### config.mk
export PLATFORM = sky130hd
export DESIGN_NAME = regfile_write_arbiter
export DESIGN_NICKNAME = d
export VERILOG_FILES = /design/src/rtl/regfile_write_arbiter.sv
export SDC_FILE = /design/constraint.sdc
export NUM_CORES = 1
export LEC_CHECK = 0
export CORE_MARGIN = 1.5
export CORE_UTILIZATION = 41
export CTS_CLUSTER_SIZE = 24
export DETAILED_ROUTE_END_ITERATION = 8
export PLACE_DENSITY = 0.8
export SKIP_CTS_REPAIR_TIMING = 1
export SLEW_MARGIN = 20
export SYNTH_ARGS = -nofsm -noshare
export SYNTH_HDL_FRONTEND = slang
export SYNTH_SLANG_ARGS = --single-unit
### constraint.sdc
create_clock -name clk -period 2.4 [get_ports clk]
set_input_delay 0.48 -clock clk [delete_from_list [all_inputs] [get_ports clk]]
set_output_delay 0.48 -clock clk [all_outputs]
set_load 0.01 [all_outputs]
### src/rtl/regfile_write_arbiter.sv
// Round-robin arbiter that shares the register-file write port between the
// ALU writeback (requester 0) and the load writeback (requester 1).
// Accepted writes are presented on the port one cycle later from registers.
// Writes to register 0 are acknowledged but never reach the port.
module regfile_write_arbiter #(
   parameter int DATA_WIDTH = 32,
   parameter int ADDR_WIDTH = 5,
   parameter int CNT_WIDTH  = 16
) (
   input  logic                  clk,
   input  logic                  reset,
   input  logic                  stall,
   input  logic                  req0_valid,
   input  logic [ADDR_WIDTH-1:0] req0_addr,
   input  logic [DATA_WIDTH-1:0] req0_data,
   output logic                  req0_ready,
   input  logic                  req1_valid,
   input  logic [ADDR_WIDTH-1:0] req1_addr,
   input  logic [DATA_WIDTH-1:0] req1_data,
   output logic                  req1_ready,
   output logic                  regWrite,
   output logic [ADDR_WIDTH-1:0] writeAddress,
   output logic [DATA_WIDTH-1:0] writeData,
   output logic                  grant_id,
   output logic [CNT_WIDTH-1:0]  contention_count
);

   logic rrPtr;
   logic accepting;
   logic live0;
   logic live1;
   logic zero0;
   logic zero1;
   logic grant0;
   logic grant1;
   logic contention;

   // Arbitration: zero-address requests bypass arbitration; live requests
   // compete, with rrPtr breaking ties. Reset and stall block all acceptance.
   always_comb begin
      accepting  = !reset && !stall;
      live0      = req0_valid && (req0_addr != '0);
      live1      = req1_valid && (req1_addr != '0);
      zero0      = req0_valid && (req0_addr == '0);
      zero1      = req1_valid && (req1_addr == '0);
      grant0     = accepting && live0 && (!live1 || !rrPtr);
      grant1     = accepting && live1 && (!live0 || rrPtr);
      contention = accepting && live0 && live1;
      req0_ready = grant0 || (accepting && zero0);
      req1_ready = grant1 || (accepting && zero1);
   end

   // Write-port registers, round-robin pointer and saturating contention counter.
   always_ff @(posedge clk) begin
      if (reset) begin
         regWrite         <= 1'b0;
         writeAddress     <= '0;
         writeData        <= '0;
         grant_id         <= 1'b0;
         rrPtr            <= 1'b0;
         contention_count <= '0;
      end else begin
         regWrite <= grant0 || grant1;
         if (grant0) begin
            writeAddress <= req0_addr;
            writeData    <= req0_data;
            grant_id     <= 1'b0;
            rrPtr        <= 1'b1;
         end else if (grant1) begin
            writeAddress <= req1_addr;
            writeData    <= req1_data;
            grant_id     <= 1'b1;
            rrPtr        <= 1'b0;
         end
         if (contention && (contention_count != '1)) begin
            contention_count <= contention_count + CNT_WIDTH'(1);
         end
      end
   end

endmodule

Word-level counts from Yosys, hierarchy flattened
Cells that the tools add are included.
{"block": "op_classes", "n_eq_ne": 1, "add_sub_neg": 1, "n_reduce_logical": 29, "mux": 6}
{"operator": "2-to-1 mux 32 bit", "n": 2}
{"operator": "adder 16 x 1 -> 16 bit (second input constant)", "n": 1}
{"operator": "!= test 16 bit (second input constant)", "n": 1}
{"operator": "logical AND 1 bit", "n": 13}
{"operator": "logical NOT 5 bit", "n": 2}
{"operator": "2-to-1 mux 5 bit", "n": 2}
{"operator": "nonzero test 5 bit", "n": 2}
{"operator": "logical NOT 1 bit", "n": 5}
{"operator": "logical OR 1 bit", "n": 5}
{"operator": "2-to-1 mux 1 bit", "n": 2}
{"operator": "nonzero test 2 bit", "n": 1}
{"operator": "OR reduction 2 bit", "n": 1}
{"block": "word_totals", "output_inout_bits": 57, "register_bits": 56, "elab_cells": 43}

Depth between registers and ports, before layout
Gate-level depths: netlist of run 1.
{"block": "logic_depth", "depth_word": 7, "ltp_mapped": 7, "ltp_nobuf": 6}

Worst setup path before layout of run 1
OpenSTA, ideal clock, no wires.
{"block": "synth_timing", "path_kind": "input port to flip-flop", "startpoint": "in req0_addr[1]", "endpoint": "reg writeData[10]", "path_slack_ns": 0.346, "arrival_ns": 1.908, "path_stages": 7, "setup_ns": 0.146, "required_time_ns": 2.254, "path_cell_list": "or4_4 o21a_1 and3_1 buf_4 buf_6 a21oi_2 a211oi_2"}
{"block": "synth_via", "elab_chain_cells": 6, "word_cells_on_any_way": 9, "classes_between": "mux (1); reduce/logical (8)"}
{"item": "start, declared", "line": "14", "source": "input logic [ADDR_WIDTH-1:0] req0_addr,"}
{"item": "nonzero test 5 bit (*)", "line": "42", "source": "live0 = req0_valid && (req0_addr != '0);"}
{"item": "logical AND 1 bit (*)", "line": "42"}
{"item": "logical NOT 1 bit", "line": "47", "source": "grant1 = accepting && live1 && (!live0 || rrPtr);"}
{"item": "logical OR 1 bit", "line": "47"}
{"item": "logical AND 1 bit", "line": "47"}
{"item": "nonzero test 2 bit (no source line)"}
{"item": "end signal, assigned", "line": "66", "source": "writeData <= req0_data;"}
{"item": "end signal, assigned", "line": "71", "source": "writeData <= req1_data;"}
{"item": "end, declared", "line": "23", "source": "output logic [DATA_WIDTH-1:0] writeData,"}
Every way passes the cells marked *; elsewhere a longest branch is shown, timed or not.
A chain may end at the register's enable or synchronous reset.

Worst setup path after layout of run 1
{"block": "layout_timing", "startpoint": "in req0_addr[1]", "endpoint": "out req1_ready"}
{"block": "layout_via", "elab_chain_cells": 6}
{"item": "nonzero test 5 bit", "line": "42"}
{"item": "logical AND 1 bit", "line": "42"}
{"item": "logical NOT 1 bit", "line": "47"}
{"item": "logical OR 1 bit", "line": "47"}
{"item": "logical AND 1 bit", "line": "47"}
{"item": "logical OR 1 bit", "line": "50", "source": "req1_ready = grant1 || (accepting && zero1);"}
{"item": "end, declared", "line": "20", "source": "output logic req1_ready,"}
No other way between the ends.

==> summary.txt, run 1 <==
Status
  – Outcome: completed

Synth
  – Cells after synthesis: about 320
  – Cell area after synthesis: 2913 um^2
  – Syn_area_per_cell: 9.018 um^2
  – Post-synth EDFFs: 0
  – Synth area leader: sky130_fd_sc_hd__dfxtp_1
  – Syn_nets: 403
  – Post-synth top area share: 38.49%
  – Part of the Yosys area used for sequential elements: 38.49%
  – Synth Register Bits: 56
  – Cell types occupying the most area after synthesis: sky130_fd_sc_hd__dfxtp_1, sky130_fd_sc_hd__a211oi_2, sky130_fd_sc_hd__a21oi_2, sky130_fd_sc_hd__nor2_1, sky130_fd_sc_hd__nand2_1
  – Most used flip-flop cell after synthesis: sky130_fd_sc_hd__dfxtp_1
  – Async set or reset register ratio after synthesis: 0%
  – Unique masters post-synth: 43
  – Count of synthesis-stage warnings from yosys: 0

Floorplan
  – DIE AREA: 7619 um^2
  – Core footprint: 6832 um^2
  – Horizontal die dimension: 87.29 um
  – Overall die height: 87.29 um
  – I/O Pins: ~140
  – Initial core utilization: 42.64%
  – Row count: 30

Power
  – Leakage Power: 1.657 nW
  – Worst ir drop on vdd: 209.1 uV
  – Post-layout power: 2.013 mW
  – Total power divided by cell area: 433.6 nW/um^2

Layout
  – Final core occ: roughly two thirds
  – Fillers: between 500 and 600
  – Area grow syn2layout: 59.36%
  – Area used by sequential logic in the layout: 1121 um^2
  – Area of all placed cells without fillers: 4642 um^2
  – Area of the multi-input gates: 1634 um^2
  – Most common cell after layout, fill and taps aside: sky130_fd_sc_hd__clkdlybuf4s50_1
  – Final layout net count: 551
  – Share of final-layout standard cells stronger than drive strength 1: 23.09%
  – Most used cells in the layout excluding fill and tap cells: sky130_fd_sc_hd__clkdlybuf4s50_1, sky130_fd_sc_hd__dfxtp_1, sky130_fd_sc_hd__nor2_1

STA
  – Worst-case clock skew: 8.857 ps
  – Unrepaired setup endpoints after global routing: false
  – Slew HR: 41.11%
  – Max-slew violation count: 0
  – Achievable frequency: between 400 and 500 MHz
  – Setup TNS Final: 0 ps
  – Shortest clock period the worst path allows after layout: 2330 ps
  – Share of the cycle needed by the critical path after routing: 97.08%
  – Hold violation total from the final report: 0
  – Worst-margin pin slew: 876.6 ps
  – Setup slack of the critical path after layout: 70.06 ps
  – Count of endpoints failing setup in the final report: 0

Critical path
  – Worst r2r dst: contention_count[4]
  – Crit Reg-Reg Startpoint: contention_count[1]
  – Critical path class: in -> out
  – Setup crit start: req0_addr[1]
  – Endpoint arrival time on the critical path: 1850 ps
  – End of the critical path: req1_ready
  – Setup slack of the most critical reg-to-reg path: 220 ps
  – Number of cell instances on the worst register-to-register path: 6
  – Crit path launch type: input port
  – Crit end category: output port
  – Required @ worst endpoint: 1920 ps
  – Top fanout value on the critical path: 3

Drt
  – Number of remaining DRC errors: 0
  – Mean routed wirelength per cell: between 15 and 20 um
  – Via count: between 3000 and 4000
  – Number of design-rule violations left by the first detailed-router iteration: 122
  – Via/cell ratio: 5.279
  – Pre-Repair DR Iteration Count: 5
  – Count of nets left with antenna violations after detail routing: 0
  – Final WL: 8922 um

Worst hold path
  – Worst hold path class: reg -> reg

Clock tree
  – Root buffer selected by CTS: sky130_fd_sc_hd__clkbuf_8
  – Clock latency reported for the late side of the worst-skew pair: 310 ps
  – TritonCTS clock tree: built
  – Clock sinks: 56
  – Clock transition at the registers of the reported paths: approximately 100 ps
  – Clock Path Buffers: 2
  – H-tree levels: 2
  – Cts bufs inserted: 5

Placement
  – Post-detailed-placement half-perimeter wirelength: about 6700 um
  – Gp weighted congestion: 0.8490
  – Placement Cell Area: 4524 um^2
  – Post-placement setup slack: -493.6 ps
  – Quantity of I/O buffers inserted on ports: 135

Global routing
  – Leftover overflow at the end of global routing: 0
  – Wire length of the first global-routing pass: 13850 um
  – Maximum number of pins on one net before global-route repair: 41
  – Overall global routing resource usage: a little under a quarter
  – Vias in the first global route: approximately 2900
  – Initial antenna violation count: 1

Job
  – Maximum Capacitance Violations: 0
==> how the worst min path moves through the flow <==
stage	start	endpoint	cells after the start
finish	writeData[2]	writeData[2]	2
global placement	writeData[31]	writeData[31]	2
detailed placement	writeData[0]	writeData[0]	2
floorplan	writeData[0]	writeData[0]	2
global route	writeData[0]	writeData[0]	2
CTS	writeData[0]	writeData[0]	2
==> area by class of cell <==
| class | count | area share (%) |
|---|---|---|
| timing repair buffer | 163 | 35.58 |
| multi-input combinational | 241 | 35.20 |
| sequential | 56 | 24.15 |
| tap | 96 | 2.588 |
| clock buffer | 6 | 1.779 |
| clock inverter | 2 | 0.3235 |
| inverter | 4 | 0.3235 |
| antenna | 1 | 0.05391 |
==> sequential cells by signal (all words and copies together), names as in the netlist <==
| name | cells |
|---|---|
| regWrite | 1 |
| grant_id | 1 |
| writeAddress | 5 |
| contention_count | 16 |
| writeData | 32 |
| rrPtr | 1 |
==> synthesized netlist by cell type, types with 3 or more instances <==
cell type	instances
sky130_fd_sc_hd__nand3_1	9
sky130_fd_sc_hd__a21oi_1	11
sky130_fd_sc_hd__a2111oi_0	4
sky130_fd_sc_hd__xnor2_1	7
sky130_fd_sc_hd__a221oi_1	3
sky130_fd_sc_hd__nor3_1	7
sky130_fd_sc_hd__nand2_1	43
sky130_fd_sc_hd__buf_2	4
sky130_fd_sc_hd__a21oi_2	29
sky130_fd_sc_hd__nor2_1	50
sky130_fd_sc_hd__dfxtp_1	56
sky130_fd_sc_hd__nand4_1	6
sky130_fd_sc_hd__o21a_1	4
sky130_fd_sc_hd__inv_1	4
sky130_fd_sc_hd__buf_8	3
sky130_fd_sc_hd__and3_1	3
sky130_fd_sc_hd__a211oi_1	6
sky130_fd_sc_hd__clkbuf_1	9
sky130_fd_sc_hd__buf_4	4
sky130_fd_sc_hd__a211oi_2	29
==> per-layer routing <==
metal / up-vias / routed length [um] / GRT usage, %
met5: - / 0 / 0
met4: 0 / 184 / 7.215
met3: 16 / 747 / 5.972
met2: 122 / 4293 / 40.56
met1: 1412 / 3697 / 27.54
li1: 1454 / - / -
==> critical path: stages <==
cell                              delay (ps)
sky130_fd_sc_hd__clkdlybuf4s50_1         420
sky130_fd_sc_hd__or4_4                   480
sky130_fd_sc_hd__o21ai_4                 170
sky130_fd_sc_hd__o31a_1                  160
sky130_fd_sc_hd__buf_2                   130
==> logic make-up (layout without fill, tap and decap cells) <==
| family | count (synthesis) | in the layout | synth area share [%] |
|---|---|---|---|
| and+or+nand+nor | 133 | 133 | 21.00 |
| adders and majority gates | 1 | 1 | 0.4295 |
| AOI/OAI and AO/OA | 97 | 97 | 31.19 |
| muxes | 3 | 3 | 1.074 |
| other | 0 | 1 | 0 |
| buffers and inverters | 26 | 175 | 5.713 |
| xor gates and xnor gates | 7 | 7 | 2.105 |
| DFF | 56 | 56 | 38.49 |
==> metrics by stage <==
| stage | hold WS, ps | instances |
|---|---|---|
| 4_1_cts | 473.3 | 567 |
| 2_1_floorplan | 481.2 | 323 |
| 3_5_place_dp | 456.4 | 559 |
| 3_3_place_gp | 448.0 | 559 |
| 6_report | 471.4 | 569 |
| 5_1_grt | 496.2 | 569 |
==> power breakdown <==
| part | switching (mW) | leakage, nW | internal (mW) | total [mW] |
|---|---|---|---|---|
| Clock | 0.315 | 0.0434 | 0.234 | 0.549 |
| Combinational | 0.191 | 1.16 | 0.276 | 0.468 |
| Sequential | 0.0228 | 0.457 | 0.973 | 0.996 |
Power figures use the tool's default switching activity.
==> run 2, diff against run 1 <==
Settings changed: GPL_TIMING_DRIVEN set to 0.
==> run 2 against run 1 <==
  * Power up 5.0%
  * The run now ends with negative setup slack left
  * Utilization down 1.0 points
  * Clock-buffer cell count unchanged
  * Highest routed layer unchanged
  * Register-to-register slack better by 130 ps
  * Critical endpoint unchanged
==> summary.txt, run 2 (synthesized netlist as in run 1, its figures left out) <==
Critical path
  – Top fanout value on the critical path: 3 (unchanged)
  – Number of cell instances on the worst register-to-register path: 6 (unchanged)
  – Critical path class: in -> out (unchanged)
  – Endpoint arrival time on the critical path: 1970 ps (was 1850 ps)
  – Required @ worst endpoint: 1920 ps (about the same)
  – Crit end category: output port (unchanged)
  – Setup slack of the most critical reg-to-reg path: 350 ps (was 220 ps)
  – Crit path launch type: input port (unchanged)

Layout
  – Number of diodes added for antenna fixing: 0 (was 1)
  – Post-Layout Cell Count: 567 (was 569)
  – Most common cell after layout, fill and taps aside: sky130_fd_sc_hd__clkdlybuf4s50_1 (unchanged)
  – Area of the multi-input gates: 1647 um^2 (was 1634 um^2)
  – Flip-flop count of the largest register, all copies and words added: 32 (unchanged)
  – Share of final-layout standard cells stronger than drive strength 1: 20.59% (was 23.09%)
  – Area grow syn2layout: 57.00% (was 59.36%)
  – Biggest registers after layout: writeData (32), contention_count (16), writeAddress (5) (unchanged)
  – Most used cells in the layout excluding fill and tap cells: sky130_fd_sc_hd__clkdlybuf4s50_1, sky130_fd_sc_hd__dfxtp_1, sky130_fd_sc_hd__nor2_1 (unchanged)
  – Top register by number of flip-flops: writeData (unchanged)
  – Area used by sequential logic in the layout: 1121 um^2 (unchanged)
  – Final layout net count: 550 (was 551)
  – Final core occ: 66.94% (was 67.95%)
  – Fillers: 565 (was 576)

Worst hold path
  – Worst hold path class: reg -> reg (unchanged)
  – Worst hold stages: 2 (unchanged)

STA
  – Count of endpoints failing setup in the final report: 1 (was 0)
  – Hold violation total from the final report: 0 (unchanged)
  – Shortest clock period the worst path allows after layout: 2450 ps (was 2330 ps)
  – Achievable frequency: 408.1 MHz (was 429.2 MHz)
  – Slew HR: 46.68% (was 41.11%)
  – Worst-margin pin slew: 793.7 ps (was 876.6 ps)
  – Max-slew violation count: 0 (unchanged)
  – Setup slack of the critical path after layout: -50.43 ps (was 70.06 ps)
  – Unrepaired setup endpoints after global routing: true (was false)
  – Worst-case clock skew: 8.443 ps (was 8.857 ps)
  – Share of the cycle needed by the critical path after routing: 102.1% (was 97.08%)

Placement
  – Post-detailed-placement half-perimeter wirelength: 6573 um (was 6676 um)
  – Quantity of I/O buffers inserted on ports: 135 (unchanged)
  – Gp weighted congestion: 0.8173 (was 0.8490)
  – Instance count after placement with tap cells included: 554 (was 559)

Power
  – Worst ir drop on vdd: 247.3 uV (was 209.1 uV)
  – Total power divided by cell area: 462.3 nW/um^2 (was 433.6 nW/um^2)
  – Leakage Power: 1.591 nW (was 1.657 nW)

Global routing
  – Overall global routing resource usage: 22.55% (was 23.15%)
  – Leftover overflow at the end of global routing: 0 (unchanged)
  – Wire length of the first global-routing pass: 13550 um (was 13850 um)
  – Initial antenna violation count: 0 (was 1)
  – Vias in the first global route: 2870 (was 2871)
  – Maximum number of pins on one net before global-route repair: 18 (was 41)

Drt
  – Via/cell ratio: 5.298 (was 5.279)
  – Mean routed wirelength per cell: 15.52 um (was 15.68 um)
  – Via count: 3004 (unchanged)
  – Count of nets left with antenna violations after detail routing: 0 (unchanged)
  – Pre-Repair DR Iteration Count: 4 (was 5)
  – Number of remaining DRC errors: 0 (unchanged)
  – Final WL: 8801 um (was 8922 um)
  – Number of design-rule violations left by the first detailed-router iteration: 127 (was 122)

Status
  – Outcome: finished with violations (was completed)
  – Violations in the final reports: negative setup slack

Clock tree
  – TritonCTS clock tree: built (unchanged)
  – Clock transition at the registers of the reported paths: 100 ps (about the same)
  – Root buffer selected by CTS: sky130_fd_sc_hd__clkbuf_8 (unchanged)
  – Cts bufs inserted: 5 (unchanged)
  – H-tree levels: 2 (unchanged)
  – Clock sinks: 56 (unchanged)
  – Clock Path Buffers: 2 (unchanged)
  – Clock latency reported for the late side of the worst-skew pair: 310 ps (about the same)

Job
  – Maximum Capacitance Violations: 0 (unchanged)

Floorplan
  – I/O Pins: 136 (unchanged)
  – Overall die height: 87.29 um (unchanged)
  – Initial core utilization: 42.64% (unchanged)
  – Core footprint: 6832 um^2 (unchanged)
  – Horizontal die dimension: 87.29 um (unchanged)
  – Row count: 30 (unchanged)
  – DIE AREA: 7619 um^2 (unchanged)
[run 2: changes by cell type in the layout (fill, tap and decap cells not counted), moves of 2 or more]
cell                              previous run  this run
sky130_fd_sc_hd__dlymetal6s2s_1              7         4
sky130_fd_sc_hd__clkdlybuf4s50_1           125       129
sky130_fd_sc_hd__buf_12                      7         0
sky130_fd_sc_hd__clkbuf_2                    0         4
sky130_fd_sc_hd__buf_8                       0         3
sky130_fd_sc_hd__buf_6                       0         3
sky130_fd_sc_hd__clkinvlp_4                  2         0
sky130_fd_sc_hd__clkbuf_1                    0         7
sky130_fd_sc_hd__buf_4                      21         9
[run 2: layout make-up]
type / count / share of cell area (%)
Tap cell: 96 / 2.627
Timing Repair Buffer: 141 / 30.53
Inverter: 4 / 0.3283
Sequential cell: 56 / 24.51
Buffer: 21 / 3.338
Clock buffer: 6 / 1.806
Clock inverter: 2 / 0.8482
Multi-Input combinational cell: 241 / 36.01
[run 2: through the flow]
stage | hold WS [ps] | worst slack, ps | setup TNS [ps] | area (um^2) | power (mW)
after floorplan | 481.2 | 345.9 | 0 | 2913 | 1.201
after global placement | 447.2 | -563.2 | -11690 | 4384 | 1.459
after detailed placement | 452.6 | -558.5 | -12750 | 4384 | 1.465
after CTS | 469.2 | -567.3 | -1118 | 4506 | 2.119
after global routing | 498.4 | -95.17 | -99.99 | 4573 | 2.195
final | 464.7 | -50.43 | -50.43 | 4573 | 2.114
[run 2: worst max-delay path: stages]
cell and delay, ps:
sky130_fd_sc_hd__clkdlybuf4s50_1 420, sky130_fd_sc_hd__or4_4 580, sky130_fd_sc_hd__o21ai_4 190, sky130_fd_sc_hd__o31a_1 160, sky130_fd_sc_hd__clkbuf_2 140
[run 2: worst paths after layout]
| kind | start | end |
|---|---|---|
| worst max-delay path | req0_addr[1] | req1_ready |
| worst min-delay path | writeData[2] | writeData[2] |
| worst max register to register | contention_count[0] | contention_count[3] |
| worst min register to register | writeData[2] | writeData[2] |
[run 2: power breakdown]
group | switching [mW] | leakage [nW] | internal, mW | total [mW]
clock | 0.319 | 0.0614 | 0.342 | 0.661
combinational | 0.191 | 1.07 | 0.267 | 0.458
sequential | 0.0224 | 0.457 | 0.973 | 0.995
total | 0.533 | 1.59 | 1.58 | 2.11
[run 2: routing by layer]
layer | GRT usage (%) | share of wire, % | vias to the layer above
li1 | - | - | 1451
met1 | 27.61 | 44 | 1421
met2 | 39.02 | 47 | 117
met3 | 5.877 | 7.7 | 15
met4 | 6.061 | 1.7 | 0
met5 | 0 | 0 | -
==> run 3, diff against run 2 <==
Settings changed: CORE_MARGIN 1.5 to 2, SETUP_SLACK_MARGIN set to 0.4.
==> run 3 against run 2 <==
  * The flow now finishes without violations
  * Sequential power is essentially flat
  * Clock power grew 4.4%
  * Worst setup slack gained 280 ps
  * Final cell count grew 1.1%
  * Wire length grew 5.1%
  * Critical endpoint unchanged
==> summary.txt, run 3 (synthesized netlist as in run 1, its figures left out) <==
Status
  – Outcome: completed (was finished with violations)

Power
  – Portion of total power attributed to combinational logic: 21.9% (was 21.7%)
  – Total power divided by cell area: 457.5 nW/um^2 (was 462.3 nW/um^2)
  – Share of total power consumed by net switching: 25.06% (was 25.21%)
  – Sequential cell fraction of total power: 46.1% (was 47.1%)
  – Post-layout power: 2.157 mW (was 2.114 mW)
  – Leakage Power: 1.710 nW (was 1.591 nW)
  – Worst ir drop on vdd: 295.7 uV (was 247.3 uV)
  – Switching power: 0.5404 mW (was 0.5329 mW)
  – Cell internal pwr: 1.616 mW (was 1.581 mW)
  – Part of the power in the clock network: 32.0% (was 31.3%)

STA
  – Hold violation total from the final report: 0 (unchanged)
  – Share of the cycle needed by the critical path after routing: 90.53% (was 102.1%)
  – Shortest clock period the worst path allows after layout: 2173 ps (was 2450 ps)
  – Max-slew violation count: 0 (unchanged)
  – Unrepaired setup endpoints after global routing: true (unchanged)
  – Setup slack of the critical path after layout: 227.2 ps (was -50.43 ps)
  – Slew HR: 51.64% (was 46.68%)
  – Worst-margin pin slew: 725.4 ps (was 793.7 ps)
  – Worst-case clock skew: 7.547 ps (was 8.443 ps)
  – Count of endpoints failing setup in the final report: 0 (was 1)
  – Setup TNS Final: 0 ps (was -50.43 ps)
  – Achievable frequency: 460.2 MHz (was 408.1 MHz)

Layout
  – Area of the multi-input gates: 1679 um^2 (was 1647 um^2)
  – Final core occ: 69.01% (was 66.94%)
  – Biggest registers after layout: writeData (32), contention_count (16), writeAddress (5) (unchanged)
  – Top register by number of flip-flops: writeData (unchanged)
  – Most common cell after layout, fill and taps aside: sky130_fd_sc_hd__clkdlybuf4s50_1 (unchanged)
  – Share of final-layout standard cells stronger than drive strength 1: 23.48% (was 20.59%)
  – Final layout net count: 556 (was 550)
  – Fillers: 561 (was 565)
  – Number of diodes added for antenna fixing: 0 (unchanged)
  – Flip-flop count of the largest register, all copies and words added: 32 (unchanged)
  – Area grow syn2layout: 61.86% (was 57.00%)
  – Most used cells in the layout excluding fill and tap cells: sky130_fd_sc_hd__clkdlybuf4s50_1, sky130_fd_sc_hd__dfxtp_1, sky130_fd_sc_hd__nor2_1 (unchanged)
  – Area used by sequential logic in the layout: 1121 um^2 (unchanged)

Placement
  – Gp weighted congestion: 0.8324 (was 0.8173)
  – Post-placement setup slack: -588.0 ps (was -558.5 ps)
  – Quantity of I/O buffers inserted on ports: 135 (unchanged)
  – Post-detailed-placement half-perimeter wirelength: 6743 um (was 6573 um)

Global routing
  – Wire length of the first global-routing pass: 14010 um (was 13550 um)
  – Initial antenna violation count: 0 (unchanged)
  – Leftover overflow at the end of global routing: 0 (unchanged)
  – Maximum number of pins on one net before global-route repair: 17 (was 18)
  – Vias in the first global route: 2841 (was 2870)
  – Overall global routing resource usage: 22.76% (was 22.55%)

Clock tree
  – Clock latency reported for the late side of the worst-skew pair: 320 ps (was 310 ps)
  – H-tree levels: 2 (unchanged)
  – Cts bufs inserted: 5 (unchanged)
  – Root buffer selected by CTS: sky130_fd_sc_hd__clkbuf_8 (unchanged)
  – Clock sinks: 56 (unchanged)
  – TritonCTS clock tree: built (unchanged)
  – Clock transition at the registers of the reported paths: 100 ps (about the same)
  – Clock Path Buffers: 2 (unchanged)

Floorplan
  – Row count: 30 (unchanged)
  – DIE AREA: 7794 um^2 (was 7619 um^2)
  – Horizontal die dimension: 88.29 um (was 87.29 um)
  – Core footprint: 6832 um^2 (unchanged)
  – Overall die height: 88.29 um (was 87.29 um)
  – Initial core utilization: 42.64% (unchanged)
  – I/O Pins: 136 (unchanged)

Critical path
  – Required @ worst endpoint: 1920 ps (about the same)
  – Endpoint arrival time on the critical path: 1690 ps (was 1970 ps)
  – Critical path class: in -> out (unchanged)
  – CP top delay family: simple AND/OR/NAND/NOR gates (unchanged)
  – Top fanout value on the critical path: 3 (unchanged)
  – CP Cell Sequence: dlymetal6s2s_1 > or4_4 > o21ai_4 > o31a_1 > buf_2 (was clkdlybuf4s50_1 > or4_4 > o21ai_4 > o31a_1 > clkbuf_2)
  – CP bufs+invs: 2 (unchanged)
  – Crit path launch type: input port (unchanged)
  – Delay contributed by the slowest stage of the critical path: 560 ps (was 580 ps)
  – Crit end category: output port (unchanged)
  – Cell with the biggest individual delay on the critical path: sky130_fd_sc_hd__or4_4 (unchanged)

Drt
  – Final WL: 9253 um (was 8801 um)
  – Number of remaining DRC errors: 0 (unchanged)
  – Via/cell ratio: 5.223 (was 5.298)
  – Number of design-rule violations left by the first detailed-router iteration: 91 (was 127)
  – Count of nets left with antenna violations after detail routing: 0 (unchanged)
  – Mean routed wirelength per cell: 16.15 um (was 15.52 um)
  – Via count: 2993 (was 3004)
  – Pre-Repair DR Iteration Count: 4 (unchanged)

Worst hold path
  – Worst hold path class: reg -> reg (unchanged)

Job
  – Maximum Capacitance Violations: 0 (unchanged)
[run 3: changes by cell type in the layout (fill, tap and decap cells not counted), moves of 2 or more]
cell / change
sky130_fd_sc_hd__buf_12: +3
sky130_fd_sc_hd__buf_4: +4
sky130_fd_sc_hd__buf_6: +2
sky130_fd_sc_hd__clkdlybuf4s50_1: -10
sky130_fd_sc_hd__dlymetal6s2s_1: +7
[run 3: worst paths after layout]
check,slack (ps),cells past startpoint,endpoint,startpoint
max,230,5,req1_ready,req0_addr[2]
min,470,2,writeData[31],writeData[31]
max reg2reg,540,6,contention_count[11],contention_count[0]
min reg2reg,470,2,writeData[31],writeData[31]
[run 3: metrics by stage]
step           std cells  cell area, um^2  hold slack, ps
3_5_place_dp         554             4412           453.1
5_1_grt              573             4715           492.2
6_report             573             4715           470.6
4_1_cts              562             4538           471.1
3_3_place_gp         554             4412           446.8
2_1_floorplan        323             2940           481.2
[run 3: routing by layer]
layer  share of wire, %  vias up  GRT usage, %
li1                   -     1463             -
met1                 44     1408         29.36
met2                 48      111         38.76
met3                7.1       11         4.944
met4                1.1        0         5.923
met5                  0        -             0
[run 3: power groups by stage]
| stage | Sequential (mW) | Clock, mW | Combinational (mW) |
|---|---|---|---|
| 2_1_floorplan | 1.04 | 0 | 0.169 |
| 3_3_place_gp | 1.01 | 0 | 0.449 |
| 3_5_place_dp | 1.02 | 0 | 0.453 |
| 4_1_cts | 0.995 | 0.699 | 0.456 |
| 5_1_grt | 1.00 | 0.724 | 0.503 |
| 6_report | 0.995 | 0.690 | 0.472 |
[run 3: final cells by class]
cell class / instances / share of cell area [%]
Buffer: 22 / 4.459
Inverter: 4 / 0.3185
Sequential cell: 56 / 23.78
Clock inverter: 1 / 0.6369
Tap cell: 96 / 2.548
Multi-Input combinational cell: 241 / 35.62
Timing Repair Buffer: 146 / 30.60
Clock buffer: 7 / 2.044
[run 3: worst min-delay path, delay by kind of cell (launching register included)]
family,cells,cell delay [ps]
compound gates,1,60
flops,1,320
simple gates,1,50
